### config.mk
export PLATFORM = sky130hd
export DESIGN_NAME = uart_tx_arbiter_flat
export DESIGN_NICKNAME = d
export VERILOG_FILES = /design/src/rtl/uart_tx_arbiter_if.sv /design/src/rtl/uart_tx_arbiter.sv /design/src/flat_wrapper.sv
export SDC_FILE = /design/constraint.sdc
export NUM_CORES = 1
export LEC_CHECK = 0
export BUFFER_PORTS_ARGS = -buffer_cell sky130_fd_sc_hd__buf_4
export CORE_ASPECT_RATIO = 1.4
export CORE_UTILIZATION = 35
export CTS_CLUSTER_DIAMETER = 150
export CTS_CLUSTER_SIZE = 14
export DETAILED_ROUTE_END_ITERATION = 8
export HOLD_SLACK_MARGIN = 0.1
export PLACE_DENSITY = 0.63
export SYNTH_ARGS = -nofsm -noshare
export SYNTH_HDL_FRONTEND = slang
export SYNTH_SLANG_ARGS = --single-unit
### constraint.sdc
create_clock -name CLK -period 2 [get_ports CLK]
set_clock_uncertainty 0.05 [all_clocks]
set_input_delay 0.1 -clock CLK [delete_from_list [all_inputs] [get_ports CLK]]
set_output_delay 0.1 -clock CLK [all_outputs]
set_load 0.01 [all_outputs]
### src/rtl/uart_tx_arbiter_if.sv
// Byte-stream bundle between two requesters, the packet arbiter and the UART TX serializer.
// The master modport is the arbiter side. The slave modport is the producers/serializer side.
interface uart_tx_arbiter_if;
  logic [7:0] a_data;
  logic       a_valid;
  logic       a_last;
  logic       a_ready;
  logic [7:0] b_data;
  logic       b_valid;
  logic       b_last;
  logic       b_ready;
  logic [7:0] tx_data;
  logic       tx_valid;
  logic       tx_ready;
  logic       gnt_a;
  logic       gnt_b;
  logic       timeout;

  modport master (
    input  a_data, a_valid, a_last,
    output a_ready,
    input  b_data, b_valid, b_last,
    output b_ready,
    output tx_data, tx_valid,
    input  tx_ready,
    output gnt_a, gnt_b, timeout
  );

  modport slave (
    output a_data, a_valid, a_last,
    input  a_ready,
    output b_data, b_valid, b_last,
    input  b_ready,
    input  tx_data, tx_valid,
    output tx_ready,
    input  gnt_a, gnt_b, timeout
  );
endinterface

### src/rtl/uart_tx_arbiter.sv
// Round-robin packet arbiter sharing one UART TX serializer between requesters A and B.
// Each packet is prefixed with a source header byte. A stall timer revokes an abandoned grant.
//
// state | meaning
// IDLE  | no owner; waits for a request, then offers the winner's header byte
// HDR   | header byte offered, waiting for the serializer to take it
// PAY   | owner streams payload bytes until its last byte is taken or it stalls out
module uart_tx_arbiter #(
  parameter logic [7:0]  HDR_A   = 8'hA5,
  parameter logic [7:0]  HDR_B   = 8'hB5,
  parameter logic [15:0] TIMEOUT = 16'd60000
) (
  input logic CLK,
  input logic RST_N,
  uart_tx_arbiter_if.master bus
);

  typedef enum logic [1:0] {IDLE, HDR, PAY} state_t;

  state_t      state;
  logic        rr;
  logic        last_q;
  logic        tx_valid_q;
  logic [7:0]  tx_data_q;
  logic        gnt_a_q;
  logic        gnt_b_q;
  logic        timeout_q;
  logic [15:0] stall_cnt;

  logic        sel_valid;
  logic        sel_last;
  logic [7:0]  sel_data;
  logic        pick_b;
  logic        stall_end;

  assign sel_valid = gnt_a_q ? bus.a_valid : bus.b_valid;
  assign sel_last  = gnt_a_q ? bus.a_last  : bus.b_last;
  assign sel_data  = gnt_a_q ? bus.a_data  : bus.b_data;
  // rr=1 means B is preferred
  assign pick_b    = bus.b_valid && (rr || !bus.a_valid);
  // Down-counter loaded with TIMEOUT; reaching 1 on a stall cycle means TIMEOUT stall cycles elapsed
  assign stall_end = (TIMEOUT != 16'd0) && (stall_cnt == 16'd1);

  always_ff @(posedge CLK or negedge RST_N) begin
    if (!RST_N) begin
      state      <= IDLE;
      rr         <= 1'b0;
      last_q     <= 1'b0;
      tx_valid_q <= 1'b0;
      tx_data_q  <= 8'h00;
      gnt_a_q    <= 1'b0;
      gnt_b_q    <= 1'b0;
      timeout_q  <= 1'b0;
      stall_cnt  <= 16'd0;
    end else begin
      timeout_q <= 1'b0;
      case (state)
        IDLE: begin
          if (bus.a_valid || bus.b_valid) begin
            gnt_a_q    <= !pick_b;
            gnt_b_q    <= pick_b;
            tx_data_q  <= pick_b ? HDR_B : HDR_A;
            tx_valid_q <= 1'b1;
            stall_cnt  <= TIMEOUT;
            state      <= HDR;
          end
        end
        HDR: begin
          if (bus.tx_ready) begin
            tx_valid_q <= 1'b0;
            stall_cnt  <= TIMEOUT;
            state      <= PAY;
          end
        end
        PAY: begin
          if (tx_valid_q) begin
            if (bus.tx_ready) begin
              tx_valid_q <= 1'b0;
              if (last_q) begin
                gnt_a_q   <= 1'b0;
                gnt_b_q   <= 1'b0;
                rr        <= gnt_a_q;
                last_q    <= 1'b0;
                stall_cnt <= TIMEOUT;
                state     <= IDLE;
              end
            end
          end else if (sel_valid) begin
            tx_data_q  <= sel_data;
            tx_valid_q <= 1'b1;
            last_q     <= sel_last;
            stall_cnt  <= TIMEOUT;
          end else if (stall_end) begin
            gnt_a_q   <= 1'b0;
            gnt_b_q   <= 1'b0;
            rr        <= gnt_a_q;
            last_q    <= 1'b0;
            timeout_q <= 1'b1;
            stall_cnt <= TIMEOUT;
            state     <= IDLE;
          end else begin
            stall_cnt <= stall_cnt - 16'd1;
          end
        end
        default: state <= IDLE;
      endcase
    end
  end

  assign bus.tx_data  = tx_data_q;
  assign bus.tx_valid = tx_valid_q;
  assign bus.gnt_a    = gnt_a_q;
  assign bus.gnt_b    = gnt_b_q;
  assign bus.timeout  = timeout_q;
  assign bus.a_ready  = gnt_a_q && !tx_valid_q;
  assign bus.b_ready  = gnt_b_q && !tx_valid_q;

endmodule

### src/flat_wrapper.sv
// flat-port wrapper written by rule: the top's interface ports become plain ports
module uart_tx_arbiter_flat 
#(
  parameter logic [7:0]  HDR_A   = 8'hA5,
  parameter logic [7:0]  HDR_B   = 8'hB5,
  parameter logic [15:0] TIMEOUT = 16'd60000
)
  (CLK, RST_N, bus_a_data, bus_a_valid, bus_a_last, bus_a_ready, bus_b_data, bus_b_valid, bus_b_last, bus_b_ready, bus_tx_data, bus_tx_valid, bus_tx_ready, bus_gnt_a, bus_gnt_b, bus_timeout);
  uart_tx_arbiter_if bus_i ();
  input logic CLK;
  input logic RST_N;
  input wire logic [$bits(bus_i.a_data)-1:0] bus_a_data;
  input wire logic [$bits(bus_i.a_valid)-1:0] bus_a_valid;
  input wire logic [$bits(bus_i.a_last)-1:0] bus_a_last;
  output wire logic [$bits(bus_i.a_ready)-1:0] bus_a_ready;
  input wire logic [$bits(bus_i.b_data)-1:0] bus_b_data;
  input wire logic [$bits(bus_i.b_valid)-1:0] bus_b_valid;
  input wire logic [$bits(bus_i.b_last)-1:0] bus_b_last;
  output wire logic [$bits(bus_i.b_ready)-1:0] bus_b_ready;
  output wire logic [$bits(bus_i.tx_data)-1:0] bus_tx_data;
  output wire logic [$bits(bus_i.tx_valid)-1:0] bus_tx_valid;
  input wire logic [$bits(bus_i.tx_ready)-1:0] bus_tx_ready;
  output wire logic [$bits(bus_i.gnt_a)-1:0] bus_gnt_a;
  output wire logic [$bits(bus_i.gnt_b)-1:0] bus_gnt_b;
  output wire logic [$bits(bus_i.timeout)-1:0] bus_timeout;
  assign bus_i.a_data = bus_a_data;
  assign bus_i.a_valid = bus_a_valid;
  assign bus_i.a_last = bus_a_last;
  assign bus_a_ready = bus_i.a_ready;
  assign bus_i.b_data = bus_b_data;
  assign bus_i.b_valid = bus_b_valid;
  assign bus_i.b_last = bus_b_last;
  assign bus_b_ready = bus_i.b_ready;
  assign bus_tx_data = bus_i.tx_data;
  assign bus_tx_valid = bus_i.tx_valid;
  assign bus_i.tx_ready = bus_tx_ready;
  assign bus_gnt_a = bus_i.gnt_a;
  assign bus_gnt_b = bus_i.gnt_b;
  assign bus_timeout = bus_i.timeout;
  uart_tx_arbiter #(.HDR_A(HDR_A), .HDR_B(HDR_B), .TIMEOUT(TIMEOUT)) u_core (.CLK(CLK), .RST_N(RST_N), .bus(bus_i));
endmodule
# After elaboration in Yosys (flattened, before gate mapping)
# Index checks and enable logic that the tools add are counted.
dict set report word_totals {
  input_bits 23
  out_inout_bits 14
  ff_bits 32
  word_cells 94
}
dict set report classes {
  n_eq_ne 14
  add_sub_neg 1
  reduce_logical 20
  mux 50
}
# op count
set op_table {}
lappend op_table {{two-way mux 16 bit} 7}
lappend op_table {{case mux 16 bit (3 select lines)} 1}
lappend op_table {{two-way mux 8 bit} 4}
lappend op_table {{two-way mux 1 bit} 25}
lappend op_table {{== test 16 x 1 -> 1 bit, second input constant} 1}
lappend op_table {{case mux 8 bit (2 select lines)} 1}
lappend op_table {{subtractor 16 x 1 -> 16 bit, second input constant} 1}
lappend op_table {{two-way mux 2 bit} 7}
lappend op_table {{AND reduction 6 bit} 2}
lappend op_table {{AND reduction 5 bit} 2}
lappend op_table {{!= test 2 x 1 -> 1 bit, second input constant} 4}
lappend op_table {{!= test 2 bit, second input constant} 3}
lappend op_table {{!= test 3 x 2 -> 1 bit, second input constant} 2}
lappend op_table {{case mux 2 bit (3 select lines)} 1}
lappend op_table {{AND reduction 3 bit} 2}
lappend op_table {{nonzero test 3 bit} 2}
lappend op_table {{two-way mux 5 bit} 1}
lappend op_table {{case mux 1 bit (2 select lines)} 2}
lappend op_table {{AND reduction 4 bit} 1}
lappend op_table {{nonzero test 2 bit} 2}
lappend op_table {{logical AND 1 bit} 3}
lappend op_table {{zero test 1 bit} 3}
lappend op_table {{!= test 3 x 1 -> 1 bit, second input constant} 1}
lappend op_table {{!= test 3 bit, second input constant} 1}
lappend op_table {{5 further kinds} 6}

# Longest topological paths before layout
# Gate-level depths: netlist of run 1.
dict set report logic_depth {
  ltp_word 6
  mapped_depth 7
  mapped_depth_nobuf 6
}

# Least setup slack after synthesis of run 1
# Ideal clock, no wire load.
dict set report synth_path {
  path_type {register to register}
  start {register u_core.stall_cnt[0]}
  end {register u_core.stall_cnt[12]}
  synth_period_minus_slack_ns 1.803
  path_slack_ns 0.197
  stages_incl_launch_ff 7
  n_path_buf 0
  required_time_ns 1.807
  arrival_time_ns 1.610
  cell_sequence {dfrtp_1 -> inv_1 -> ha_1 -> or3b_1 -> or4_1 -> nand3_1 -> a31oi_1}
}
dict set report synth_between {
  elab_chain_cells 5
  elab_cells_between_ends 6
  classes_between {add/sub (1); eq/ne (1); mux (4)}
}
# item line_no
set synth_rtl {}
lappend synth_rtl {{from (decl)} uart_tx_arbiter.sv:28} ;# logic [15:0] stall_cnt;
lappend synth_rtl {{from (signal assigned)} uart_tx_arbiter.sv:102} ;# stall_cnt <= stall_cnt - 16'd1;
lappend synth_rtl {{subtractor 16 x 1 -> 16 bit / == test 16 x 1 -> 1 bit (equally long branches)} {uart_tx_arbiter.sv:102, uart_tx_arbiter.sv:42}}
lappend synth_rtl {{two-way mux 16 bit (*)} uart_tx_arbiter.sv:93} ;# end else if (stall_end) begin
lappend synth_rtl {{two-way mux 16 bit (*)} uart_tx_arbiter.sv:88} ;# end else if (sel_valid) begin
lappend synth_rtl {{two-way mux 16 bit (*)} uart_tx_arbiter.sv:76} ;# if (tx_valid_q) begin
lappend synth_rtl {{case mux 16 bit (3 select lines) (*)} uart_tx_arbiter.sv:57} ;# case (state)
# Mark *: on every way between the ends. The rest lies on a longest branch, timed or not.
# A chain may end at the register's enable or synchronous reset.

# Worst setup path after layout of run 1
# Same ends and word-level chain as after synthesis.

==> results of run 1 <==
==> registers in the layout, indices dropped and copies added, names as in the netlist <==
name	count
u_core.stall_cnt	16
u_core.bus.tx_data	8
u_core.state	2
u_core.bus.gnt_a	1
u_core.bus.gnt_b	1
u_core.bus.timeout	1
u_core.bus.tx_valid	1
u_core.last_q	1
u_core.rr	1
==> layer usage <==
metal  global-route usage (%)  routed length, um  up-vias  part of all wire [%]
li1                         -                  -      907                     -
met4                     5.25                 65        0                   1.4
met1                     20.7               1960      893                    41
met5                        0                  0        -                     0
met3                     3.79                243        7                   5.1
met2                     31.4               2520       60                    53
==> cells in the mapped netlist, types with 2 or more instances <==
cell	n	area share [%]
ha_1	2	1.3
or3_1	2	0.64
nand3_1	9	2.3
inv_1	6	1.1
nor4_1	2	0.64
a21oi_1	8	2.0
nand4b_1	2	0.89
o21ai_0	5	1.3
a31oi_1	12	3.8
o22a_1	2	0.89
mux2_1	5	2.9
dfrtp_1	32	41
a32o_1	2	1.0
o21ai_1	2	0.51
or4_1	2	0.76
nand4_1	8	2.5
nor3_1	8	2.0
o221ai_1	2	0.89
a21o_1	2	0.76
mux2i_1	10	5.1
buf_2	9	2.3
o21a_1	4	1.5
or4b_1	2	1.0
o211ai_1	2	0.76
nand2b_1	2	0.64
nand2_1	8	1.5
clkbuf_1	4	0.76
nor2b_1	4	1.3
a41oi_1	7	3.1
nor2_1	13	2.5
==> worst max-delay path, cell delays in order, from the launching register on <==
cell and delay [ns]:
dfrtp_2 0.44, inv_1 0.07, ha_1 0.19, or3b_1 0.44, or4_1 0.41, nand3_1 0.10, a31oi_1 0.08
==> worst max path at each step <==
stage,startpoint,to
after floorplan,u_core.stall_cnt[0],u_core.stall_cnt[12]
after global placement,u_core.stall_cnt[0],u_core.stall_cnt[15]
after detailed placement,u_core.stall_cnt[0],u_core.stall_cnt[12]
after CTS,u_core.stall_cnt[0],u_core.stall_cnt[12]
after global routing,u_core.stall_cnt[0],u_core.stall_cnt[15]
final,u_core.stall_cnt[0],u_core.stall_cnt[12]
==> stage by stage <==
stage	setup WS (ns)	power (mW)	utilization, %	hold slack [ns]
3_5_place_dp	0.132	2.68	45.9	0.0227
4_1_cts	0.111	3.17	48.2	0.118
6_report	0.108	3.16	48.3	0.114
3_3_place_gp	0.157	2.66	45.9	0.0230
5_1_grt	0.00566	3.41	48.3	0.138
2_1_floorplan	0.197	2.05	-	-0.246
==> final cells by class <==
class / count / share of cell area [%]
clock buffers: 5 / 2.70
clock inverters: 2 / 0.491
inverters: 6 / 0.884
multi-input cells: 152 / 42.5
flip-flops and latches: 32 / 31.5
well taps: 66 / 3.24
repair buffers: 62 / 18.7
==> report_power, final <==
group          internal (mW)  total (mW)  switching [mW]
sequential             0.817       0.990           0.173
combinational          0.797        1.69           0.889
clock                  0.236       0.480           0.244
==> timing repair <==
action,CTS,global route
hold buffers,4,0
gates resized for setup,0,2
endpoints found under the hold margin,35,0
setup endpoints to repair,0,3
==> cells by family after synthesis <==
kind of cell / Yosys count
fa+ha+maj: 2
compound gates: 59
buf+inv: 20
mux: 16
flops: 32
simple gates: 75
==> impl_metrics.csv, run 1 <==
group,metric,value,unit
synthesis,synth_cells,204,
cts,cts_root_buf,"clkbuf_8",
layout,regArea,802,um2
timing,timing.final.crit_share,94.6,%
cts,clk_pin_slew,0.07,ns
route,via_count,1867,
floorplanning,start_util,37.3,%
cts,cts_buffer_depth,2,
layout,stdcell_area,2550,um2
synthesis,ys.flop_type,"dfrtp_1",
synthesis,synth-simple-area-share,23.4,%
route,drt-pass1-iter-count,4,
timing,final_hold_viol_count,0,
worst_hold_path,holdPathStages,4,
synthesis,synth_cell_types,56,
setup_path,path_class,"reg2reg",
layout,final_common_cell,"buf_4",
global_routing,grtUsageTotal,17.7,%
setup_path,start_kind,"register",
setup_path,r2r-end,"u_core.stall_cnt[12]",
setup_path,r2r-start,"u_core.stall_cnt[0]",
floorplanning,dieArea,5930,um2
cts,h-tree-depth,2,
global_routing,grt_pass1_vias,1861,
global_routing,antenna_found_initial,0,
global_routing,grt_max_degree,33,
layout,fin_nets,284,
setup_path,crit_path_max_fanout,6,
floorplanning,placementRows,31,
worst_hold_path,hp-start,"bus_b_data[6]",
route,wl_per_cell,14.7,um
timing,relSlewSlack,67.8,%
worst_hold_path,min_to,"u_core.bus.tx_data[6]",
placed_design,portBuffers,36,
placed_design,dpl.cell_count,314,
job,cap_violations,0,
worst_hold_path,hp-class,"in2reg",
route,drcViolationCount,0,
setup_path,crit_required,2.11,ns
synthesis,synthXorXnorAreaFrac,0,%
route,routed_wl,4790,um
synthesis,synth_compound_area_share,21.6,%
placed_design,dpl_cell_area,2420,um2
route,antenna_left,0,
timing,rsz0062_at_grt,"false",
synthesis,synth_seq_cells,32,
synthesis,synth.area.mux_share,8.71,%
floorplanning,core-area,5280,um2
synthesis,yosysSeqAreaShare,40.7,%
power_and_ir_drop,p_leak,1.07,nW
layout,final_cells,325,
global_routing,grt_overflow,0,
global_routing,grt_pass1_wl,8380,um
floorplanning,die_h,90.7,um
route,viasPerCell,5.74,
timing,tns,0,ns
synthesis,yosys_warnings,0,
synthesis,syn_area,1970,um2
cts,cts_tree,"done",
synthesis,yosys.area_share.adder,1.27,%
timing,min_period,1.89,ns
route,drtIter0Drc,177,
synthesis,synth-edff-count,0,
timing,setup_viol,0,
power_and_ir_drop,vdd_ir_drop_max,0.635,mV
timing,timing.final.max_slew_violations,0,
cts,clk_latency,0.28,ns
timing,max_freq,0.528,GHz
run_status,run_status,"completed",
power_and_ir_drop,power.density_cell_area,1240,nW/um2
layout,drive_gt1_share,28.6,%
layout,syn2layout_area_growth,29.4,%
synthesis,avgSynthCellArea,9.65,um2
layout,layout_common_cells,"buf_4, dfrtp_1, nor2_1, a31oi_1, mux2i_1",
setup_path,critPathArrivalTime,2.01,ns
synthesis,synth_top_family_by_area,"simple AND/OR/NAND/NOR gates",
synthesis,syn_nets,229,
floorplanning,die_w,65.4,um
placed_design,gp_congestion,0.819,
setup_path,crit_path_end_kind,"register",
layout,n_antenna_cell,0,
cts,cts_setup_buffers,0,
cts,clock-sinks,32,
synthesis,ys_async_sr_fraction,100,%
setup_path,ff2ff_setup_slack,0.11,ns
timing,worst_pin_slew,0.483,ns
cts,cts_buffers,5,
setup_path,rr_worst_depth,6,
layout,fillers,542,
placed_design,dp_hpwl,3510,um
floorplanning,ios,37,
layout,multi_input_comb_area,1080,um2
No activity file was read; power rests on OpenSTA's default activity.
==> inputs of run 2 (changes only) <==
- CORE_UTILIZATION: 35 -> 55
- PLACE_DENSITY: 0.63 -> 0.87
==> run 2 against run 1 <==
Compared with the run above: combinational power shrank 3%; core utilization is 25 points higher; sequential power grew 4%.
==> impl_metrics.csv, run 2 (synthesized netlist as in run 1, its figures left out) <==
group,metric,value,unit
setup_path,crit_required,2.10,ns
timing,worst_pin_slew,0.421,ns
floorplanning,start_util,57.7,%
global_routing,grt_pass1_wl,7880,um
setup_path,crit_chain,"inv_1 -> ha_2 -> or3b_1 -> or4_1 -> nand3_1 -> a31oi_1",
route,drtIter0Drc,61,
setup_path,worst-path-buf-inv,1,
route,drt-pass1-iter-count,4,
cts,cts_tree,"done",
layout,top_register,"u_core.stall_cnt",
timing,relSlewSlack,71.9,%
placed_design,portBuffers,36,
setup_path,cpPeakStageDelay,0.46,ns
cts,cts_root_buf,"clkbuf_8",
floorplanning,ios,37,
route,via_count,1881,
global_routing,grt_overflow,0,
worst_hold_path,hp-class,"in2reg",
cts,clk_pin_slew,0.07,ns
power_and_ir_drop,power.density_cell_area,1280,nW/um2
cts,clk_latency,0.28,ns
floorplanning,placementRows,25,
setup_path,crit_slowest_cell,"dfrtp_2",
layout,largest_reg_flops,16,
route,antenna_left,0,
cts,clock-sinks,32,
floorplanning,die_h,72.8,um
cts,cts_buffer_depth,2,
layout,final_common_cell,"buf_4",
layout,drive_gt1_share,28.5,%
setup_path,path_class,"reg2reg",
timing,final_hold_viol_count,0,
route,routed_wl,4820,um
job,cap_violations,0,
setup_path,start_kind,"register",
timing,min_period,1.92,ns
layout,syn2layout_area_growth,27.7,%
route,wl_per_cell,16.3,um
timing,setup_viol,0,
layout,fin_nets,281,
setup_path,crit_path_max_fanout,7,
floorplanning,core-area,3410,um2
timing,rsz0062_at_grt,"false",
power_and_ir_drop,p_leak,1.06,nW
global_routing,grt_max_degree,33,
global_routing,antenna_found_initial,0,
placed_design,dp_hpwl,3440,um
route,viasPerCell,6.35,
layout,fillers,252,
timing,timing.final.max_slew_violations,0,
setup_path,critPathArrivalTime,2.02,ns
layout,n_antenna_cell,0,
route,drcViolationCount,0,
setup_path,crit_family,"simple AND/OR/NAND/NOR gates",
setup_path,crit_path_end_kind,"register",
power_and_ir_drop,vdd_ir_drop_max,1.14,mV
timing,timing.final.crit_share,96.0,%
timing,max_freq,0.521,GHz
global_routing,grtUsageTotal,27.7,%
cts,h-tree-depth,2,
timing,holdWs,0.123,ns
floorplanning,die_w,52.6,um
timing,tns,0,ns
placed_design,gp_congestion,0.866,
run_status,run_status,"completed",
floorplanning,dieArea,3820,um2
global_routing,grt_pass1_vias,1808,
cts,cts_buffers,5,
layout,layout_common_cells,"buf_4, dfrtp_1, nor2_1",
[run 2: path summary, 6_finish.rpt]
path,from,end,slack (ns),cells past startpoint
worst min register to register,u_core.bus.tx_data[6],u_core.bus.tx_data[6],0.45,1
min in group asynchronous,RST_N,u_core.stall_cnt[5],0.24,2
worst min-delay path,bus_b_data[1],u_core.bus.tx_data[1],0.12,4
worst max-delay path,u_core.stall_cnt[0],u_core.stall_cnt[12],0.08,6
worst max register to register,u_core.stall_cnt[0],u_core.stall_cnt[12],0.08,6
max in group asynchronous,RST_N,u_core.stall_cnt[0],1.35,2
[run 2: what timing repair did]
item	in CTS	in global routing
endpoints found under the setup margin	0	3
hold endpoints to repair	35	0
hold buffers	4	0
resized for setup	0	4
setup buffers	0	0
[run 2: power by group]
| group | internal, mW | switching (mW) | leakage, nW |
|---|---|---|---|
| registers | 0.816 | 0.218 | 0.375 |
| logic | 0.803 | 0.837 | 0.634 |
| clock network | 0.306 | 0.234 | 0.0503 |
| total | 1.93 | 1.29 | 1.06 |
[run 2: stage by stage]
stage | worst slack, ns | power [mW] | area [um2] | util, % | instances
global route | 0.0131 | 3.42 | 2510 | 73.7 | 296
floorplan | 0.197 | 2.05 | 1970 | - | 204
global placement | 0.164 | 2.61 | 2370 | 69.4 | 285
detailed placement | 0.0668 | 2.65 | 2370 | 69.4 | 285
finish | 0.0795 | 3.22 | 2510 | 73.7 | 296
CTS | 0.00505 | 3.21 | 2500 | 73.4 | 296
[run 2: metal layers]
layer,GRT usage [%],part of all wire [%]
met5,0,0
met4,11.1,1.6
met3,4.38,4.3
met2,51.6,56
met1,30.0,38
[run 2: layout make-up]
cell class / instances / area (um2) / area share (%)
tap: 40 / 50.0 / 1.99
multi-input combinational: 152 / 1090 / 43.4
sequential: 32 / 802 / 31.9
timing repair buffer: 59 / 453 / 18.0
clock buffer: 7 / 96.3 / 3.83
inverter: 6 / 22.5 / 0.896
[run 2: worst reg2reg max path, delay by kind of cell, from the launching register on]
kind	cells	cell delay [ns]
and+or+nand+nor	3	0.91
DFF	1	0.46
adders and majority gates	1	0.19
AOI/OAI and AO/OA	1	0.11
buffers and inverters	1	0.08
==> inputs of run 3 (changes only) <==
- ABC_AREA: not set -> 1
==> run 3 against run 2 <==
Compared with the run above: die area increased by 1.8%; combinational power grew 13%; largest cell class unchanged; critical path type unchanged; first-iteration DRC count rose by 20%; register-to-register slack better by 0.18 ns; critical path depth increased by 3; worst setup slack improved by 0.18 ns; highest routed layer unchanged; clock power up 29%; fmax is 10% higher; total power grew 11%.
==> impl_metrics.csv, run 3 <==
group,metric,value,unit
timing,setup_viol,0,
synthesis,synth-edff-count,0,
synthesis,synth.area.mux_share,0,%
route,routed_wl,5070,um
setup_path,crit_slowest_cell,"dfrtp_1",
synthesis,yosys_warnings,0,
floorplanning,start_util,58.3,%
synthesis,ys_async_sr_fraction,100,%
synthesis,yosysSeqAreaShare,39.9,%
cts,cts_buffers,5,
setup_path,worst-path-buf-inv,2,
job,cap_violations,0,
synthesis,synth_common_cells,"nand2_1, nor2_1, dfrtp_1, inv_1, nand3_1",
floorplanning,die_w,53.0,um
synthesis,synth_top_area_share,39.9,%
synthesis,synth_cells,277,
synthesis,synth_compound_area_share,11.2,%
global_routing,antenna_found_initial,0,
timing,tns,0,ns
global_routing,grt_pass1_vias,1902,
synthesis,ys_top_cells_by_area,"dfrtp_1, nand2_1, nor2_1, inv_1, nand3_1",
route,viasPerCell,5.41,
timing,timing.final.crit_share,87.2,%
synthesis,synth_top_family_by_area,"simple AND/OR/NAND/NOR gates",
synthesis,synthXorXnorAreaFrac,0,%
layout,n_antenna_cell,0,
global_routing,grt_max_degree,33,
cts,cts_tree,"done",
floorplanning,ios,37,
layout,layout_common_cells,"nand2_1, nor2_1, buf_4",
route,drt-pass1-iter-count,4,
synthesis,avgSynthCellArea,7.24,um2
worst_hold_path,hp-class,"in2reg",
setup_path,critPathArrivalTime,1.88,ns
layout,fin_nets,354,
run_status,run_status,"completed",
timing,min_period,1.74,ns
cts,cts_resized,0,
cts,cts_root_buf,"clkbuf_8",
setup_path,ff2ff_setup_slack,0.26,ns
cts,h-tree-depth,2,
timing,timing.final.max_slew_violations,0,
synthesis,yosysMostFrequentCell,"nand2_1",
setup_path,start_kind,"register",
synthesis,yosys.area.top_type,"dfrtp_1",
floorplanning,core-area,3440,um2
route,drcViolationCount,0,
setup_path,crit_family,"simple AND/OR/NAND/NOR gates",
placed_design,portBuffers,36,
timing,worst_pin_slew,0.485,ns
setup_path,cpMostUsedCell,"nand2_1",
route,drtIter0Drc,73,
cts,clock-sinks,32,
placed_design,dp_hpwl,3310,um
setup_path,crit_required,2.14,ns
floorplanning,placementRows,25,
layout,final_common_cell,"nand2_1",
cts,clk_latency,0.29,ns
setup_path,crit_path_end_kind,"register",
synthesis,syn_nets,302,
synthesis,synth-simple-area-share,39.4,%
placed_design,gp_congestion,0.838,
timing,final_hold_viol_count,0,
setup_path,path_class,"reg2reg",
layout,stdcell_area,2550,um2
setup_path,crit_chain,"inv_1 -> ha_1 -> nand2_1 -> nor2_2 -> nand2_1 -> nor2_1 -> o21ai_1 -> nand2_1 -> inv_1",
route,antenna_left,0,
global_routing,grt_pass1_wl,8250,um
floorplanning,die_h,73.5,um
layout,top_register,"u_core.stall_cnt",
setup_path,cpPeakStageDelay,0.39,ns
setup_path,crit_path_max_fanout,5,
route,wl_per_cell,13.7,um
timing,max_freq,0.574,GHz
timing,relSlewSlack,67.3,%
synthesis,syn_area,2010,um2
timing,rsz0062_at_grt,"false",
cts,cts_setup_buffers,0,
synthesis,ys.flop_type,"dfrtp_1",
cts,postCtsHoldBufs,13,
power_and_ir_drop,p_leak,1.27,nW
cts,cts_buffer_depth,2,
global_routing,grtUsageTotal,29.2,%
cts,clk_pin_slew,0.07,ns
layout,drive_gt1_share,23.6,%
floorplanning,dieArea,3900,um2
route,via_count,2003,
synthesis,synth_cell_types,30,
layout,largest_reg_flops,16,
timing,holdWs,0.125,ns
placed_design,dpl_cell_area,2290,um2
global_routing,grt_overflow,0,
power_and_ir_drop,power.density_cell_area,1400,nW/um2
layout,syn2layout_area_growth,27.1,%
synthesis,yosys.area_share.adder,1.25,%
synthesis,synth_seq_cells,32,
power_and_ir_drop,vdd_ir_drop_max,1.16,mV
-- run 3: cell count changes after synthesis, moves of 8 or more --
cell     previous run  this run
nor2_1             13        53
nand3_1             9        18
nand2_1             8        64
mux2i_1            10         0
buf_2               9         0
o21ai_0             5        13
inv_1               6        26
-- run 3: kinds of logic (layout without fill, tap and decap cells) --
kind of cell    Yosys count  after routing
compound gates           37             37
buf+inv                  38             91
flops                    32             32
fa+ha+maj                 2              2
simple gates            168            168
-- run 3: worst paths after layout --
kind                                startpoint  cells after the start               endpoint
min                                 bus_b_last                      4          u_core.last_q
min in group asynchronous                RST_N                      2        u_core.state[0]
max                        u_core.stall_cnt[0]                      9   u_core.stall_cnt[10]
max in group asynchronous                RST_N                      2  u_core.bus.tx_data[2]
max reg2reg                u_core.stall_cnt[0]                      9   u_core.stall_cnt[10]
min reg2reg                      u_core.last_q                      2          u_core.last_q
-- run 3: stage by stage --
stage               power [mW]  utilization, %  cells  setup WS (ns)
floorplan                 2.34               -    277          0.564
global placement          2.76            66.6    349          0.344
detailed placement        2.80            66.6    349          0.301
CTS                       3.53            74.1    370          0.263
global route              3.81            74.1    370         0.0756
finish                    3.56            74.1    370          0.257
-- run 3: final cells by class --
| class | instances | area (um2) |
|---|---|---|
| inverter | 33 | 124 |
| tap | 40 | 50.0 |
| fill | 255 | 892 |
| multi-input combinational | 207 | 1040 |
| sequential | 32 | 801 |
| clock buffer | 7 | 96.3 |
| clock inverter | 1 | 30.0 |
| timing repair buffer | 50 | 408 |
-- run 3: tightest hold or removal path, cell delays in order --
cell and delay (ns):
buf_4 0.11, nor2_1 0.06, or3_1 0.11, nand2_1 0.05
-- run 3: routing by layer --
layer,vias to the layer above,track usage [%],routed length [um]
met3,12,7.04,222
met4,0,12.6,107
met1,937,31.3,1960
met2,61,52.9,2790
met5,-,0,0
li1,993,-,-
-- run 3: where the power goes --
group          internal (mW)  switching (mW)
registers              0.848           0.156
logic                  0.647            1.21
clock network          0.440           0.257
